==> config.mk <==
export PLATFORM = sky130hd
export DESIGN_NAME = wrap_counter
export DESIGN_NICKNAME = d
export VERILOG_FILES = /design/src/rtl/wrap_counter_pkg.sv /design/src/rtl/wrap_counter_mod_adder.sv /design/src/rtl/wrap_counter_reg.sv /design/src/rtl/wrap_counter.sv
export SDC_FILE = /design/constraint.sdc
export NUM_CORES = 1
export LEC_CHECK = 0
export ABC_AREA = 1
export BUFFER_PORTS_ARGS = -buffer_cell sky130_fd_sc_hd__buf_2
export CAP_MARGIN = 25
export CORE_AREA = 5 5 42 44
export DETAILED_ROUTE_END_ITERATION = 16
export DIE_AREA = 0 0 47 49
export HOLD_SLACK_MARGIN = 0.08
export PLACE_DENSITY_LB_ADDON = 0.25
export SETUP_SLACK_MARGIN = 0.2
export SKIP_LAST_GASP = 1
export SLEW_MARGIN = 20
export SYNTH_ARGS = -nofsm -noshare
export SYNTH_HDL_FRONTEND = slang
export SYNTH_SLANG_ARGS = --single-unit
==> constraint.sdc <==
create_clock -name clk -period 3.2 [get_ports clk]
set_clock_uncertainty 0.1 [all_clocks]
set_input_delay 0.64 -clock clk [delete_from_list [all_inputs] [get_ports clk]]
set_output_delay 0.64 -clock clk [all_outputs]
set_load 0.1 [all_outputs]
==> src/rtl/wrap_counter_pkg.sv <==
// Shared core configuration: queue depths, pointer increment widths
// and the width helper used by the queue-pointer counters.
package wrap_counter_pkg;

  localparam int ROB_DEPTH  = 48;
  localparam int IQ_DEPTH   = 24;
  localparam int LSQ_DEPTH  = 20;

  localparam int DISPATCH_W = 4;
  localparam int COMMIT_W   = 4;

  function automatic int clog2_f1(input int n);
    int r;
    r = $clog2(n);
    return (r < 1) ? 1 : r;
  endfunction

endpackage

==> src/rtl/wrap_counter_mod_adder.sv <==
// Combinational modulo-DEPTH add of a pre-clamped increment.
module mod_adder #(
  parameter int DEPTH = 8,
  parameter int WIDTH = 3
) (
  input  logic [WIDTH-1:0] count,
  input  logic [WIDTH:0]   i,
  output logic [WIDTH-1:0] next,
  output logic             wrap
);

  localparam logic [WIDTH:0] DEPTH_V = (WIDTH+1)'(DEPTH);

  logic [WIDTH:0] s;

  assign s    = {1'b0, count} + i;
  assign wrap = (s >= DEPTH_V);
  // The result fits in WIDTH bits, so the subtract can run mod 2^WIDTH.
  assign next = wrap ? (s[WIDTH-1:0] - DEPTH_V[WIDTH-1:0])
                     : s[WIDTH-1:0];

endmodule

==> src/rtl/wrap_counter_reg.sv <==
// Register primitive: asynchronous active-low reset to zero.
module prim_reg #(
  parameter int W = 1
) (
  input  logic         clk,
  input  logic         rst_aL,
  input  logic [W-1:0] d,
  output logic [W-1:0] q
);

  always_ff @(posedge clk or negedge rst_aL) begin
    if (!rst_aL) q <= '0;
    else         q <= d;
  end

endmodule

==> src/rtl/wrap_counter.sv <==
// Modulo-DEPTH multi-increment pointer with load and wrap pulse.
// Phase flop present only when WRAP_COUNTER_PHASE_EN is defined.
module wrap_counter
  import wrap_counter_pkg::*;
#(
  parameter  int DEPTH   = 8,
  parameter  int MAX_INC = 1,
  localparam int WIDTH   = clog2_f1(DEPTH),
  localparam int INC_W   = $clog2(MAX_INC + 1)
) (
  input  logic             clk,
  input  logic             rst_aL,
  input  logic             en,
  input  logic [INC_W-1:0] inc,
  input  logic             load,
  input  logic [WIDTH-1:0] load_val,
  input  logic             load_phase,
  output logic [WIDTH-1:0] count,
  output logic             phase,
  output logic             wrapped
);

  localparam logic [WIDTH:0]   DEPTH_V = (WIDTH+1)'(DEPTH);
  localparam logic [INC_W-1:0] MAX_V   = INC_W'(MAX_INC);

  logic [INC_W-1:0] inc_c;
  logic [WIDTH:0]   i;
  logic [WIDTH-1:0] sum;
  logic             wrap;
  logic [WIDTH-1:0] count_d;
  logic             wrapped_d;
  logic             lv_ok;

  assign inc_c = (inc > MAX_V) ? MAX_V : inc;
  assign i     = (WIDTH+1)'(inc_c);
  assign lv_ok = ({1'b0, load_val} < DEPTH_V);

  mod_adder #(
    .DEPTH (DEPTH),
    .WIDTH (WIDTH)
  ) u_add (
    .count (count),
    .i     (i),
    .next  (sum),
    .wrap  (wrap)
  );

  always_comb begin
    count_d   = count;
    wrapped_d = 1'b0;
    unique case (1'b1)
      load: begin
        count_d = lv_ok ? load_val : '0;
      end
      (en && !load): begin
        count_d   = sum;
        wrapped_d = wrap;
      end
      default: ;
    endcase
  end

  prim_reg #(.W(WIDTH)) u_count (
    .clk    (clk),
    .rst_aL (rst_aL),
    .d      (count_d),
    .q      (count)
  );

  prim_reg #(.W(1)) u_wrapped (
    .clk    (clk),
    .rst_aL (rst_aL),
    .d      (wrapped_d),
    .q      (wrapped)
  );

`ifdef WRAP_COUNTER_PHASE_EN
  logic phase_d;

  assign phase_d = load        ? load_phase :
                   (en & wrap) ? ~phase     :
                                 phase;

  prim_reg #(.W(1)) u_phase (
    .clk    (clk),
    .rst_aL (rst_aL),
    .d      (phase_d),
    .q      (phase)
  );
`else
  logic unused_load_phase;

  assign unused_load_phase = load_phase;
  assign phase             = 1'b0;
`endif

endmodule

# --- Yosys cells after proc, flatten, opt, wreduce, memory -nomap -nowiden ---
# Index checks and enable logic that the tools add are counted.
# Widths: inputs -> output; s select.
word_totals:
  regBits: 4
  latch_bits: 0
  ramBits: 0
  mem_bits_ro: 0
  input_bits: 9
  elab_cells: 11
  n_memories: 0
classes:
  addsub: 1
  multipliers: 0
  div_mod_pow: 0
  order_cmp: 2
  eq_ne: 0
  shifts: 0
  muxes: 3
  n_bitwise: 0
  reduce_logical: 3
op_table:
  columns: ["op", "count"]
  rows:
  - ["$pmux 3 s2", 1]
  - ["$add 3x1->4", 1]
  - ["$ge 4x4->1 const B", 1]
  - ["$mux 1", 2]
  - ["$reduce_bool 2->1", 1]
  - ["$gt 1x1->1 const B", 1]
  - ["$logic_and 1x1->1", 1]
  - ["$logic_not 1->1", 1]

# --- Longest topological paths before layout ---
# Gate-level depths: netlist (run 1).
depth:
  depth_word: 5
  mapped_depth: 7
  depth_no_buf: 7

# --- By module ---
# Synthesis (run 1) repeated with hierarchy kept, for this count alone.
unflattened:
  cells_unflattened: 34
  area_unflattened_um2: 281.5
by_module_without_submodules:
  columns: ["module", "instances", "cells_each", "area_each_um2"]
  rows:
  - ["mod_adder", 1, 13, 101.3]
  - ["wrap_counter", 1, 17, 80.1]
  - ["prim_reg at u_count", 1, 3, 75.1]
  - ["prim_reg at u_wrapped", 1, 1, 25.0]

# --- Worst setup path after synthesis (run 1) ---
# No wires, ideal clock.
synth_timing:
  path_kind: "reg-to-reg"
  from: "reg u_count.q[0]"
  to: "reg u_count.q[2]"
  arrival_time_ns: 1.609
  path_slack_ns: 1.367
  path_stages_with_launch: 8
  synth_period_minus_slack_ns: 1.833
  cell_sequence: "dfrtp_1 ha_1 ha_1 inv_1 nand2_1 nand2_1 nand2_1 nand2_1"
synth_via:
  elab_chain_len: 2
synth_rtl:
  columns: ["element", "line", "source"]
  rows:
  - ["from (decl)", "wrap_counter_reg.sv:8", "output logic [W-1:0] q"]
  - ["from (signal assigned)", "wrap_counter_reg.sv:12", "if (!rst_aL) q <= '0;"]
  - ["from (signal assigned)", "wrap_counter_reg.sv:13", "else q <= d;"]
  - ["$add 3x1->4", "wrap_counter_mod_adder.sv:16", "assign s = {1'b0, count} + i;"]
  - ["$pmux 3 s2", "wrap_counter.sv:51", "unique case (1'b1)"]
# No other way between the ends.
# A chain may end at the register's enable or synchronous reset.

# --- Worst setup path in the final report (run 1) ---
layout_timing:
  from: "reg u_count.q[2]"
  to: "out count[2]"
layout_lines:
  columns: ["element", "line", "source"]
  rows:
  - ["to (decl)", "wrap_counter.sv:18", "output logic [WIDTH-1:0] count,"]
# No word-level cell between the ends.

==> results of run 1 <==
-- flip-flops by register name, indices dropped and copies added (netlist names) --
| name | cells |
|---|---|
| u_count.q | 3 |
| u_wrapped.q | 1 |
-- cell families (layout without fill, tap and decap cells) --
| logic type | after synthesis | after routing |
|---|---|---|
| buffers and inverters | 5 | 18 |
| other | 1 | 1 |
| adder cells (fa/ha/maj) | 2 | 2 |
| AO/OA/AOI/OAI | 1 | 1 |
| AND/OR/NAND/NOR | 18 | 18 |
| flip-flops | 4 | 4 |
-- where the power goes --
group / switching (uW) / leakage [uW] / internal [uW]
Sequential: 4.49 / 0.0000505 / 55.5
Clock: 18.9 / 0.0000138 / 41.8
Combinational: 51.9 / 0.000124 / 12.4
-- layout make-up --
| type | instances | area, um^2 |
|---|---|---|
| Fill cell | 167 | 1080 |
| Multi-Input combinational cell | 22 | 108.9 |
| Sequential cell | 4 | 100.1 |
| Timing Repair Buffer | 11 | 55.05 |
| Clock buffer | 3 | 22.52 |
| Tap cell | 16 | 20.02 |
| Inverter | 4 | 15.01 |
-- path summary, 6_finish.rpt --
check	from	endpoint	slack, ns
worst max-delay path	u_count.q[2]	count[2]	1.38
worst min-delay path	rst_aL	u_wrapped.q	0.10
worst max register to register	u_count.q[0]	u_count.q[1]	2.00
worst min register to register	u_count.q[0]	u_count.q[0]	0.44
max in group asynchronous	rst_aL	u_count.q[0]	2.78
min in group clk	u_count.q[0]	u_count.q[0]	0.44
-- cells in the mapped netlist (all sizes together) --
master / instances / share of area, %
inv: 4 / 6.5
buf: 1 / 3.2
nand2: 12 / 19
nand3: 3 / 6.5
nor3: 1 / 2.2
nor2: 2 / 4.3
dfrtp: 4 / 43
conb: 1 / 1.6
ha: 2 / 11
a21oi: 1 / 2.2
-- through the flow --
stage | setup slack (ns) | cell area, um^2 | util, % | hold slack, ns
2_1_floorplan | 1.367 | 231.5 | - | 0.2444
3_3_place_gp | 1.619 | 299.0 | 21.34 | 0.3482
3_5_place_dp | 1.620 | 299.0 | 21.34 | 0.3488
4_1_cts | 1.364 | 321.6 | 22.95 | 0.09374
5_1_grt | 1.321 | 321.6 | 22.95 | 0.09803
6_report | 1.381 | 321.6 | 22.95 | 0.1022
-- layer usage --
layer  vias to the layer above  routed length [um]  global-route usage (%)
li1                        120                   -                       -
met1                        90                 202                   5.987
met2                        12                 203                   6.561
met3                         0                  81                   6.642
met4                         0                   0                   1.382
met5                         -                   0                       0
==> impl_metrics.py, run 1 <==
metrics = {
    "sta": {
        "slew_violations": 0,
        "hold_viol": 0,
        "setup-tns-final_ns": 0,
        "setup_violations": 0,
        "period_minus_slack_ns": 1.819,
        "fmax_ghz": 0.5497,
        "rsz0062_at_grt": "false",
        "finalCritPeriodShare_pct": 56.85,
    },
    "worst_setup_path": {
        "cp.depth": 1,
        "worstPathCellList": "buf_2",
        "critPathCaptureType": "output port",
        "criticalPathCategory": "register to output port",
        "reg2reg_depth": 4,
        "crit_path_max_incr_delay_ns": 0.45,
        "start_kind": "register",
        "crit_slowest_cell": "buf_2",
        "cp.required_ns": 2.46,
        "critical_path_buf_inv_count": 1,
        "crit_fanout": 5,
        "worstPathArrival_ns": 1.08,
        "crit_family": "buffers and inverters",
    },
    "synthesis": {
        "synth_top_family_by_area": "simple AND/OR/NAND/NOR gates",
        "synthMuxAreaShare_pct": 0,
        "synth-compound-area-share_pct": 2.162,
        "synth.distinct_cells": 11,
        "syn_nets": 42,
        "syn_area_um2": 231.5,
        "synth-adder-area-share_pct": 10.81,
        "yosys.area_share.simple_pct": 32.43,
        "syn_avg_cell_area_um2": 7.467,
        "yosys_warnings": 0,
        "synth_xor_area_share_pct": 0,
        "postSynthCellCount": 31,
        "synth_seq_cells": 4,
        "yosysSeqAreaShare_pct": 43.24,
    },
    "finish": {
        "final_common_cell": "nand2_1",
        "final_cell_mix": "12 x nand2_1, 11 x buf_2, 4 x inv_1, 4 x dfrtp_1",
        "final_nets": 57,
        "area_growth_pct": 38.92,
        "drive_gt1_share_pct": 34.09,
        "fin_cells": 60,
        "n_antenna_cell": 0,
    },
    "cts": {
        "cts_max_level": 1,
        "ctsResizeCount": 0,
        "holdBufCountCts": 0,
        "cts_sinks": 4,
        "clockBufferDepth": 2,
        "post-cts-setup-buffers": 0,
        "cts-root-buf": "clkbuf_4",
        "cts_buffers": 3,
        "clock_latency_ns": 0.23,
        "cts_tree": "yes",
        "path_clk_slew_ns": 0.04,
    },
    "status": {
        "status": "completed",
    },
    "die": {
        "core-area_um2": 1401,
        "die_x_um": 47,
        "start_util_pct": 16.52,
        "dieArea_um2": 2303,
        "num_io_pins": 14,
        "die_y_um": 49,
        "rows": 14,
    },
    "route": {
        "ant_nets": 0,
        "drc": 0,
        "drt-initial-drc-count": 1,
        "dr.pass1.iters": 4,
        "wire_per_inst_um": 8.117,
        "dr_total_vias": 222,
        "vias_per_cell": 3.700,
        "routed_wl_um": 487,
    },
    "grt": {
        "grt_use_total_pct": 5.438,
        "grt_overflow": 0,
        "grt_pass1_vias": 216,
        "grt_antenna_before_repair": 0,
        "grt_max_degree": 7,
        "grt_pass1_wl_um": 814,
    },
    "place": {
        "dp_cells": 57,
        "place_congestion": 0.7059,
        "portBuffers": 11,
    },
    "power": {
        "leakagePower_uw": 0.0001885,
        "p_total_uw": 185.0,
        "power.density_nw_per_um2": 575.3,
        "ir_drop_mv": 0.2134,
    },
    "hold_path": {
        "hold_class": "input port to async pin",
    },
    "job": {
        "cap_violations": 0,
    },
}
Note: power is estimated with default switching activity, not from simulation.
==> run 2, diff against run 1 <==
- clock period: 3.2 -> 1.8 ns (I/O delays scaled with it)
==> run 2 against run 1 <==
Design area rose by 5.1%. Count of clock-buffer cells in the layout increased by 1. Cell count grew 3.3%. First-iteration DRC count increased to 3.0 times the previous value. Die area unchanged. Wire length grew 5.7%. Register-to-register slack got worse by 1.4 ns.
==> impl_metrics.py, run 2 (synthesized netlist as in run 1, its figures left out) <==
metrics = {
    "route": {
        "drt-initial-drc-count": 3,
        "drc": 0,
        "routed_wl_um": 515,
        "wire_per_inst_um": 8.306,
        "ant_nets": 0,
        "vias_per_cell": 3.758,
        "dr.pass1.iters": 2,
        "dr_total_vias": 233,
    },
    "power": {
        "ir_drop_mv": 0.5974,
        "power.density_nw_per_um2": 1027,
        "leakagePower_uw": 0.0001916,
    },
    "status": {
        "status": "completed",
    },
    "worst_setup_path": {
        "crit_slowest_cell": "buf_2",
        "cp.required_ns": 1.34,
        "crit_family": "buffers and inverters",
        "crit_path_max_incr_delay_ns": 0.45,
        "reg2reg_depth": 7,
        "rr_endpoint": "u_count.q[2]",
        "r2r-start": "u_count.q[0]",
        "r2r_slack_ns": 0.57,
        "worstPathArrival_ns": 1.08,
        "crit_fanout": 5,
        "start_kind": "register",
        "critical_path_buf_inv_count": 1,
        "criticalPathCategory": "register to output port",
        "worstPathCellList": "buf_2",
        "critPathCaptureType": "output port",
    },
    "sta": {
        "rsz0062_at_grt": "false",
        "fmax_ghz": 0.6497,
        "whs_ns": 0.2379,
        "period_minus_slack_ns": 1.539,
        "setup_violations": 0,
        "postLayoutSetupSlackWorst_ns": 0.2608,
        "hold_viol": 0,
        "finalCritPeriodShare_pct": 85.51,
        "setup-tns-final_ns": 0,
        "slew_violations": 0,
    },
    "finish": {
        "drive_gt1_share_pct": 36.96,
        "final_common_cell": "nand2_1",
        "area_growth_pct": 45.95,
        "final_cell_mix": "12 x nand2_1, 11 x buf_2, 4 x inv_1",
        "fillers": 164,
        "fin_area_um2": 337.8,
        "n_antenna_cell": 0,
        "top_register": "u_count.q",
        "postLayoutCoreUtil_pct": 24.11,
        "largestRegisters": "u_count.q (3), u_wrapped.q (1)",
        "largest_register_ffs": 3,
        "final_nets": 58,
    },
    "die": {
        "num_io_pins": 14,
        "die_x_um": 47,
        "rows": 14,
        "die_y_um": 49,
        "dieArea_um2": 2303,
        "core-area_um2": 1401,
        "start_util_pct": 16.52,
    },
    "place": {
        "portBuffers": 11,
        "placed_area_um2": 301.5,
        "place_congestion": 0.7034,
        "place_ws_ns": 0.4994,
        "hpwlAfterDp_um": 434.6,
    },
    "cts": {
        "cts_buffers": 3,
        "clock_latency_ns": 0.24,
        "clockBufferDepth": 2,
        "cts_sinks": 4,
        "post-cts-setup-buffers": 0,
        "ctsResizeCount": 0,
        "path_clk_slew_ns": 0.04,
        "cts-root-buf": "clkbuf_4",
        "cts_tree": "yes",
        "cts_max_level": 1,
    },
    "grt": {
        "grt_pass1_wl_um": 883,
        "grt_antenna_before_repair": 0,
        "grt_max_degree": 7,
        "grt_use_total_pct": 5.862,
        "grt_overflow": 0,
        "grt_pass1_vias": 229,
    },
    "hold_path": {
        "hold_class": "input port to register",
        "min_to": "u_count.q[0]",
        "holdPathStages": 3,
        "holdCritStartpoint": "load_val[0]",
    },
    "job": {
        "cap_violations": 0,
    },
}
==> run 2: layer usage <==
layer  vias to the layer above  global-route usage (%)  part of all wire [%]
met4                         0                   1.382                     0
met2                        11                   7.466                    42
met3                         0                   6.642                    16
met1                        99                   6.430                    42
met5                         -                       0                     0
li1                        123                       -                     -
==> run 2: what timing repair did <==
item,CTS,global route
setup endpoints to repair,0,0
endpoints found under the hold margin,4,0
hold buffers,1,0
==> run 2: per-stage QoR <==
stage | power (uW) | std cells
after floorplan | 200.7 | 31
after global placement | 224.9 | 57
after detailed placement | 224.9 | 57
after CTS | 355.5 | 62
after global routing | 376.6 | 62
final | 347.1 | 62
==> run 2: worst max-delay path by stage <==
stage,from,endpoint,depth (start not counted)
6_report,u_count.q[2],count[2],1
5_1_grt,u_count.q[2],count[2],1
4_1_cts,u_count.q[2],count[2],1
3_5_place_dp,inc,u_count.q[1],5
3_3_place_gp,inc,u_count.q[1],5
2_1_floorplan,u_count.q[0],u_count.q[2],7
==> run 2: where the power goes <==
group	switching, uW	total, uW	internal, uW
clock network	39.9	123	83.4
logic	92.7	116	23.4
registers	8.07	108	99.6
==> run 2: final cells by class <==
cell class	instances	area, um^2	share of cell area [%]
multi-input combinational	22	108.9	32.22
clock buffer	4	26.28	7.778
sequential	4	102.6	30.37
tap	16	20.02	5.926
timing repair buffer	12	65.06	19.26
inverter	4	15.01	4.444
